--- src/rtl/dmem_arbiter_if.sv ---
// One requester port of the data-memory arbiter: request/address/data toward the
// arbiter, grant/stall/read-return back to the requester.
interface dmem_arbiter_if #(
    parameter int ADDR_W = 32,
    parameter int DATA_W = 32
);
    logic              req;
    logic              we;
    logic [ADDR_W-1:0] addr;
    logic [DATA_W-1:0] wdata;
    logic              gnt;
    logic              stall;
    logic              rvalid;
    logic [DATA_W-1:0] rdata;

    modport master (
        output req, we, addr, wdata,
        input  gnt, stall, rvalid, rdata
    );

    modport slave (
        input  req, we, addr, wdata,
        output gnt, stall, rvalid, rdata
    );
endinterface

--- src/rtl/dmem_arbiter.sv ---
// Round-robin, burst-capped arbiter sharing the single-port data memory between the CPU
// memory stage and a DMA/loader port. Optional wait statistics under ARB_STATS_EN.
module dmem_arbiter #(
    parameter int ADDR_W    = 32,
    parameter int DATA_W    = 32,
    parameter int MAX_BURST = 4
) (
    input  logic              clk,
    input  logic              rst,
    dmem_arbiter_if.slave     cpu,
    dmem_arbiter_if.slave     dma,
    output logic [ADDR_W-1:0] mem_addr,
    output logic [DATA_W-1:0] mem_wdata,
    output logic              mem_read,
    output logic              mem_write,
    input  logic [DATA_W-1:0] mem_rdata
`ifdef ARB_STATS_EN
    ,
    input  logic              stats_clr,
    output logic [15:0]       cpu_wait_cnt,
    output logic [15:0]       dma_wait_cnt
`endif
);

    localparam logic [1:0] IDLE  = 2'd0;
    localparam logic [1:0] OWN_C = 2'd1;
    localparam logic [1:0] OWN_D = 2'd2;

    localparam logic [3:0] BURST_LAST = 4'(MAX_BURST - 1);

    logic [1:0] state;
    logic [1:0] state_nxt;
    logic       last_d;     // 1: port D held the memory most recently
    logic [3:0] burst_cnt;  // saturates so a lone requester never wraps past the cap

    assign cpu.gnt   = (state == OWN_C);
    assign dma.gnt   = (state == OWN_D);
    assign cpu.stall = cpu.req & ~cpu.gnt;
    assign dma.stall = dma.req & ~dma.gnt;

    always_comb begin
        // NOTE: every output of a combinational block gets a default first, so no path infers a latch.
        state_nxt = state;
        case (state)
            IDLE: begin
                if (cpu.req && (!dma.req || last_d)) state_nxt = OWN_C;
                else if (dma.req)                    state_nxt = OWN_D;
            end
            OWN_C: begin
                if (!cpu.req || (dma.req && burst_cnt == BURST_LAST))
                    state_nxt = dma.req ? OWN_D : IDLE;
            end
            OWN_D: begin
                if (!dma.req || (cpu.req && burst_cnt == BURST_LAST))
                    state_nxt = cpu.req ? OWN_C : IDLE;
            end
            default: state_nxt = IDLE;
        endcase
    end

    always_ff @(posedge clk or negedge rst) begin
        // NOTE: sequential state uses non-blocking assignments so every flop samples pre-edge values.
        if (!rst) begin
            state     <= IDLE;
            last_d    <= 1'b1;
            burst_cnt <= 4'd0;
        end else begin
            state <= state_nxt;
            if (state != IDLE) begin
                if (state_nxt != state) begin
                    last_d    <= (state == OWN_D);
                    burst_cnt <= 4'd0;
                end else if (burst_cnt != BURST_LAST) begin
                    burst_cnt <= burst_cnt + 4'd1;
                end
            end
        end
    end

    // Memory side follows the registered owner, so an async reset drops the access at once.
    always_comb begin
        mem_addr  = '0;
        mem_wdata = '0;
        mem_read  = 1'b0;
        mem_write = 1'b0;
        case (state)
            OWN_C: begin
                mem_addr  = cpu.addr;
                mem_wdata = cpu.wdata;
                mem_read  = cpu.req & ~cpu.we;
                mem_write = cpu.req &  cpu.we;
            end
            OWN_D: begin
                mem_addr  = dma.addr;
                mem_wdata = dma.wdata;
                mem_read  = dma.req & ~dma.we;
                mem_write = dma.req &  dma.we;
            end
            default: ;
        endcase
    end

    always_ff @(posedge clk or negedge rst) begin
        // NOTE: read-data registers are reset too because their idle value of zero is visible at the ports.
        if (!rst) begin
            cpu.rvalid <= 1'b0;
            dma.rvalid <= 1'b0;
            cpu.rdata  <= '0;
            dma.rdata  <= '0;
        end else begin
            cpu.rvalid <= mem_read && (state == OWN_C);
            dma.rvalid <= mem_read && (state == OWN_D);
            if (mem_read && state == OWN_C) cpu.rdata <= mem_rdata;
            if (mem_read && state == OWN_D) dma.rdata <= mem_rdata;
        end
    end

`ifdef ARB_STATS_EN
    always_ff @(posedge clk or negedge rst) begin
        if (!rst) begin
            cpu_wait_cnt <= 16'd0;
            dma_wait_cnt <= 16'd0;
        end else if (stats_clr) begin
            cpu_wait_cnt <= 16'd0;
            dma_wait_cnt <= 16'd0;
        end else begin
            if (cpu.stall && cpu_wait_cnt != 16'hFFFF) cpu_wait_cnt <= cpu_wait_cnt + 16'd1;
            if (dma.stall && dma_wait_cnt != 16'hFFFF) dma_wait_cnt <= dma_wait_cnt + 16'd1;
        end
    end
`endif

endmodule

--- src/flat_wrapper.sv ---
// flat-port wrapper written by rule: the top's interface ports become plain ports
module dmem_arbiter_flat 
#(
    parameter int ADDR_W    = 32,
    parameter int DATA_W    = 32,
    parameter int MAX_BURST = 4
)
  (clk, rst, mem_addr, mem_wdata, mem_read, mem_write, mem_rdata, cpu_req, cpu_we, cpu_addr, cpu_wdata, cpu_gnt, cpu_stall, cpu_rvalid, cpu_rdata, dma_req, dma_we, dma_addr, dma_wdata, dma_gnt, dma_stall, dma_rvalid, dma_rdata);
  dmem_arbiter_if #(.ADDR_W(ADDR_W), .DATA_W(DATA_W)) cpu_i ();
  dmem_arbiter_if #(.ADDR_W(ADDR_W), .DATA_W(DATA_W)) dma_i ();
  input  logic clk;
  input  logic rst;
  output logic [ADDR_W-1:0] mem_addr;
  output logic [DATA_W-1:0] mem_wdata;
  output logic mem_read;
  output logic mem_write;
  input  logic [DATA_W-1:0] mem_rdata;
  input wire logic [$bits(cpu_i.req)-1:0] cpu_req;
  input wire logic [$bits(cpu_i.we)-1:0] cpu_we;
  input wire logic [$bits(cpu_i.addr)-1:0] cpu_addr;
  input wire logic [$bits(cpu_i.wdata)-1:0] cpu_wdata;
  output wire logic [$bits(cpu_i.gnt)-1:0] cpu_gnt;
  output wire logic [$bits(cpu_i.stall)-1:0] cpu_stall;
  output wire logic [$bits(cpu_i.rvalid)-1:0] cpu_rvalid;
  output wire logic [$bits(cpu_i.rdata)-1:0] cpu_rdata;
  input wire logic [$bits(dma_i.req)-1:0] dma_req;
  input wire logic [$bits(dma_i.we)-1:0] dma_we;
  input wire logic [$bits(dma_i.addr)-1:0] dma_addr;
  input wire logic [$bits(dma_i.wdata)-1:0] dma_wdata;
  output wire logic [$bits(dma_i.gnt)-1:0] dma_gnt;
  output wire logic [$bits(dma_i.stall)-1:0] dma_stall;
  output wire logic [$bits(dma_i.rvalid)-1:0] dma_rvalid;
  output wire logic [$bits(dma_i.rdata)-1:0] dma_rdata;
  assign cpu_i.req = cpu_req;
  assign cpu_i.we = cpu_we;
  assign cpu_i.addr = cpu_addr;
  assign cpu_i.wdata = cpu_wdata;
  assign cpu_gnt = cpu_i.gnt;
  assign cpu_stall = cpu_i.stall;
  assign cpu_rvalid = cpu_i.rvalid;
  assign cpu_rdata = cpu_i.rdata;
  assign dma_i.req = dma_req;
  assign dma_i.we = dma_we;
  assign dma_i.addr = dma_addr;
  assign dma_i.wdata = dma_wdata;
  assign dma_gnt = dma_i.gnt;
  assign dma_stall = dma_i.stall;
  assign dma_rvalid = dma_i.rvalid;
  assign dma_rdata = dma_i.rdata;
  dmem_arbiter #(.ADDR_W(ADDR_W), .DATA_W(DATA_W), .MAX_BURST(MAX_BURST)) u_core (.clk(clk), .rst(rst), .cpu(cpu_i), .dma(dma_i), .mem_addr(mem_addr), .mem_wdata(mem_wdata), .mem_read(mem_read), .mem_write(mem_write), .mem_rdata(mem_rdata));
endmodule
--- config.mk ---
export PLATFORM = sky130hd
export DESIGN_NAME = dmem_arbiter_flat
export DESIGN_NICKNAME = d
export VERILOG_FILES = /design/src/rtl/dmem_arbiter_if.sv /design/src/rtl/dmem_arbiter.sv /design/src/flat_wrapper.sv
export SDC_FILE = /design/constraint.sdc
export NUM_CORES = 1
export LEC_CHECK = 0
export CAP_MARGIN = 25
export CORE_AREA = 3 3 118 120
export CTS_BUF_LIST = sky130_fd_sc_hd__clkbuf_2
export DETAILED_ROUTE_END_ITERATION = 12
export DIE_AREA = 0 0 121 123
export DONT_BUFFER_PORTS = 1
export MAX_ROUTING_LAYER = met4
export PLACE_DENSITY_LB_ADDON = 0.12
export SYNTH_ARGS = -nofsm -noshare
export SYNTH_HDL_FRONTEND = slang
export SYNTH_SLANG_ARGS = --single-unit
--- constraint.sdc ---
create_clock -name clk -period 2.9 [get_ports clk]
set_input_delay 0.29 -clock clk [delete_from_list [all_inputs] [get_ports clk]]
set_output_delay 0.29 -clock clk [all_outputs]
set_load 0.1 [all_outputs]
### Word-level counts from Yosys, hierarchy flattened

Index checks and enable logic that the tools add are counted.

| operators by class | value |
|---|---|
| add/sub/neg operators | 1 |
| eq/ne operators | 5 |
| muxes and demuxes | 13 |
| bitwise gates (word level) | 10 |
| reduce and logical (&&, ||, !) cells | 15 |

Operators with widths:

| kind | count |
|---|---|
| 32-bit case mux with 2 select lines | 2 |
| 2-bit 2-to-1 mux | 5 |
| 4-bit 2-to-1 mux | 2 |
| 1-bit AND | 6 |
| 2-bit case mux with 3 select lines | 1 |
| 1-bit logical AND | 5 |
| 4-bit by 1-bit adder with 4-bit output (second input constant) | 1 |
| 4-bit by 2-bit == test with 1-bit output (second input constant) | 1 |
| 4-bit by 2-bit inequality test with 1-bit output (second input constant) | 1 |
| 1-bit inverter | 4 |
| 1-bit case mux with 2 select lines | 2 |
| 2-bit AND reduction | 2 |
| 2-bit nonzero test | 2 |
| 1-bit logical OR | 3 |
| 2-bit by 1-bit == test with 1-bit output (second input constant) | 1 |
| 2-bit == test (second input constant) | 1 |
| 1-bit zero test | 2 |
| 2-bit zero test | 1 |
| 2-bit inequality test | 1 |
| 1-bit 2-to-1 mux | 1 |

| word-level totals | value |
|---|---|
| register bits after elaboration | 73 |
| input port bits | 166 |
| word-level logic and storage cells | 51 |

### Depth between registers and ports, before layout

| logic depth | value |
|---|---|
| word-level depth | 8 |
| mapped depth | 10 |

### Worst setup path before layout

No wires, ideal clock.

| timing path | value |
|---|---|
| path type | reg-to-output |
| start | reg u_core.state[0] |
| end | out mem_write |
| arrival | 4519 ps |
| data required time | 2610 ps |
| slack | -1909 ps |
| stages on the path, launching flop included | 8 |
| cells stage by stage | dfrtp_1 inv_1 ha_1 buf_2 clkbuf_1 buf_1 nand3_1 a21boi_0 |

| on the way | value |
|---|---|
| word-level cells in the longest chain between the ends | 2 |
| elaborated cells on any way between the ends | 3 |
| those cells by class | eq/ne: 2; mux: 1 |

Ends and longest elaborated chain:

| element | RTL line | text |
|---|---|---|
| start: declaration | dmem_arbiter.sv:31 | `logic [1:0] state;` |
| start signal: assignment | dmem_arbiter.sv:68 | `state <= state_nxt;` |
| 2-bit == test | n/a |  |
| via dma_gnt | flat_wrapper.sv:30 | `output wire logic [$bits(dma_i.gnt)-1:0] dma_gnt;` |
| 1-bit case mux with 2 select lines | dmem_arbiter.sv:86 | `case (state)` |
| end: declaration | flat_wrapper.sv:16 | `output logic mem_write;` |

The timed path passes the listed nets, and every way through them passes these cells.

### Worst setup path in the final report

| timing path | value |
|---|---|
| start | reg u_core.state[0] |
| end | out mem_addr[0] |

| on the way | value |
|---|---|
| word-level cells in the longest chain between the ends | 2 |
| elaborated cells on any way between the ends | 3 |
| those cells by class | eq/ne: 2; mux: 1 |

Ends and longest elaborated chain:

| element | RTL line | text |
|---|---|---|
| 2-bit == test / 2-bit by 1-bit == test with 1-bit output (equally long branches) | dmem_arbiter.sv:86 |  |
| 32-bit case mux with 2 select lines (*) | dmem_arbiter.sv:86 |  |
| end: declaration | flat_wrapper.sv:13 | `output logic [ADDR_W-1:0] mem_addr;` |

Every way passes the cells marked *; elsewhere a longest branch is shown, timed or not.

==> results.json <==
{
  "outcome": "complete, no violations",
  "cts_buffers": 9,
  "start_util_pct": 31.0,
  "yosysTopAreaCell": "dfrtp_1",
  "hpwl_mm": 9.38,
  "ioPinCount": 302,
  "grt_pass1_vias": 3281,
  "fp.dieW_um": 121,
  "rr_startpoint": "u_core.state[0]",
  "synth_nets": 540,
  "critPathRequiredTime_ps": 2610,
  "grt_start_max_net_pins": 74,
  "seq_area_frac_synth_pct": 45.1,
  "hold_depth": 3,
  "wl_per_cell_um": 19.5,
  "async_flop_share_pct": 100,
  "crit_path_max_incr_delay_ps": 490,
  "viasPerCell": 5.21,
  "rsz0062_at_grt": "no",
  "yosys-top-cells-count": "dfrtp_1, nor2b_1, mux2_2",
  "setup_viol_count_final": 0,
  "post-route-drc-count": 0,
  "hold_path.class": "primary input to register",
  "place_area_mm2": 0.00514,
  "critPathSlowestCell": "dfrtp_2",
  "core-area_mm2": 0.0131,
  "antenna_found_initial": 0,
  "multi_input_area_mm2": 0.00245,
  "cpLargestDelayFamily": "buffers and inverters",
  "die_area_mm2": 0.0149,
  "fin_crit_ps": 2670,
  "timing.rr.end": "u_core.burst_cnt[2]",
  "maxSlewViolCount": 0,
  "synthFlopType": "dfrtp_1",
  "design_area_mm2": 0.00568,
  "synth_edf_count": 0,
  "maxSlewHeadroom_pct": 37.0,
  "io_buffer_count": 0,
  "area_growth_pct": 40.1,
  "ant_nets": 0,
  "clk_pin_slew_ps": 220,
  "track_usage_pct": 15.4,
  "ys_seq_elements": 73,
  "cts_tree": "done",
  "ff2ff_path_depth": 9,
  "yosysMostFrequentCell": "dfrtp_1",
  "worstPathCellList": "inv_1 -> ha_4 -> buf_16 -> a22oi_1 -> nor2b_4 -> buf_4",
  "cts_buffer_depth": 2,
  "drive_gt1_share_pct": 51.3,
  "wirelength_mm": 12.6,
  "worstMarginPinSlew_ps": 945,
  "cts_root_buffer": "clkbuf_2",
  "worst_setup_path_end_kind": "output port",
  "grt_pass1_wl_mm": 17.6,
  "ys_types": 39,
  "fin_crit_sh_pct": 92.0,
  "start_kind": "register",
  "skew_ps": 40.6,
  "hold_viol": 0,
  "path_class": "register to output port",
  "cap_violations": 0,
  "clock_latency_ps": 500,
  "drt_iter0_drc": 123,
  "dp_cells": 589,
  "synthTopCellsByArea": "dfrtp_1, mux2_2, a22oi_1, nor2b_1, ha_1",
  "synth_cells": 369,
  "synth_top_area_share_pct": 44.5,
  "instances_no_fill": 644,
  "syn_avg_cell_area_um2": 11.0,
  "rows": 42,
  "h-tree-depth": 3,
  "regToRegSetupSlack_ps": 500,
  "fin_nets": 634,
  "gp_congestion": 0.833,
  "n_fill_cell": 1238,
  "diodes": 0,
  "yosys_warnings": 0,
  "crit_buf_inv": 3,
  "first_pass_iters": 5,
  "cp.arrival_ps": 2380,
  "fmax_ghz": 0.375,
  "syn_area_mm2": 0.00405,
  "cts_sinks": 73,
  "crit_fanout": 34,
  "worstHoldStart": "dma_req",
  "holdPathEnd": "u_core.state[0]",
  "via_count": 3357,
  "die_h_um": 123,
  "regArea_mm2": 0.00183,
  "grt-ovfl-total": 0
}
-- worst max-delay path by stage --
| stage | slack (ps) | startpoint | end | depth (start not counted) |
|---|---|---|---|---|
| 2_1_floorplan | -290 | u_core.state[0] | mem_write | 7 |
| 3_3_place_gp | 450 | u_core.state[0] | u_core.burst_cnt[2] | 9 |
| 3_5_place_dp | 360 | u_core.state[0] | u_core.burst_cnt[1] | 9 |
| 4_1_cts | 7 | u_core.state[0] | mem_wdata[24] | 6 |
| 5_1_grt | 30 | u_core.state[0] | mem_wdata[30] | 6 |
| 6_report | 230 | u_core.state[0] | mem_addr[0] | 6 |
-- routing by layer --
metal	global-route usage (%)	wire, µm
met1	19.1	4990
met2	24.6	6370
met3	4.89	1060
met4	3.75	170
met5	-	0
-- kinds of logic after synthesis --
logic type | share of synthesized area (%)
DFF | 45.1
and+or+nand+nor | 14.4
AOI/OAI and AO/OA | 16.3
muxes | 18.4
adders and majority gates | 1.54
buffers and inverters | 4.17
-- metrics by stage --
stage | hold WS (ps) | worst slack, ps | util, % | setup TNS [ps]
floorplan | -5.59 | -286 | - | -756
global placement | -3.93 | 445 | 39.3 | 0
finish | 90.4 | 232 | 43.4 | 0
global route | 24.5 | 29.7 | 43.4 | 0
detailed placement | -4.06 | 357 | 39.3 | 0
CTS | 12.4 | 7.23 | 43.0 | 0
-- worst register-to-register path: cells and delay by family (launching register included) --
family | cells | cell delay, ps
AO/OA/AOI/OAI | 4 | 540
flip-flops | 1 | 490
buffers and inverters | 3 | 480
AND/OR/NAND/NOR | 1 | 570
adder cells (fa/ha/maj) | 1 | 240
-- cell type report --
type,instances,area share (%)
clock buffer,10,0.882
inverter,5,0.331
clock inverter,6,0.772
multi-input combinational,258,43.2
timing repair buffer,116,18.7
tap,176,3.88
sequential,73,32.2
-- flip-flops by register name, summed over array words and instances (netlist names) --
name,flops
u_core.burst_cnt,4
u_core.last_d,1
u_core.dma.rvalid,1
u_core.dma.rdata,32
u_core.state,2
u_core.cpu.rdata,32
u_core.cpu.rvalid,1
-- repair_timing --
action                     in CTS  in global routing
setup endpoints to repair      49                 65
gates resized for setup         3                  2
hold buffers                   36                  0
hold endpoints to repair      139                  0
pin swaps                       0                  0
gates cloned                    0                  1
setup buffers                   0                  2
-- cells in the final DEF, fill, tap and decap left out, types with 5 or more instances in the layout --
| master | synthesis | layout |
|---|---|---|
| buf_4 | 0 | 73 |
| dfrtp_1 | 72 | 71 |
| nor2b_2 | 0 | 27 |
| dlygate4sd3_1 | 0 | 35 |
| nand2_1 | 8 | 8 |
| a22oi_1 | 64 | 64 |
| mux2_2 | 65 | 65 |
| nand3_1 | 5 | 5 |
| clkbuf_2 | 0 | 10 |
| nor2b_4 | 0 | 38 |
| inv_1 | 5 | 5 |
Power is left out: the tool's default activity adds up to more than one toggle a clock period on the data nets, which glitch-free logic cannot reach.
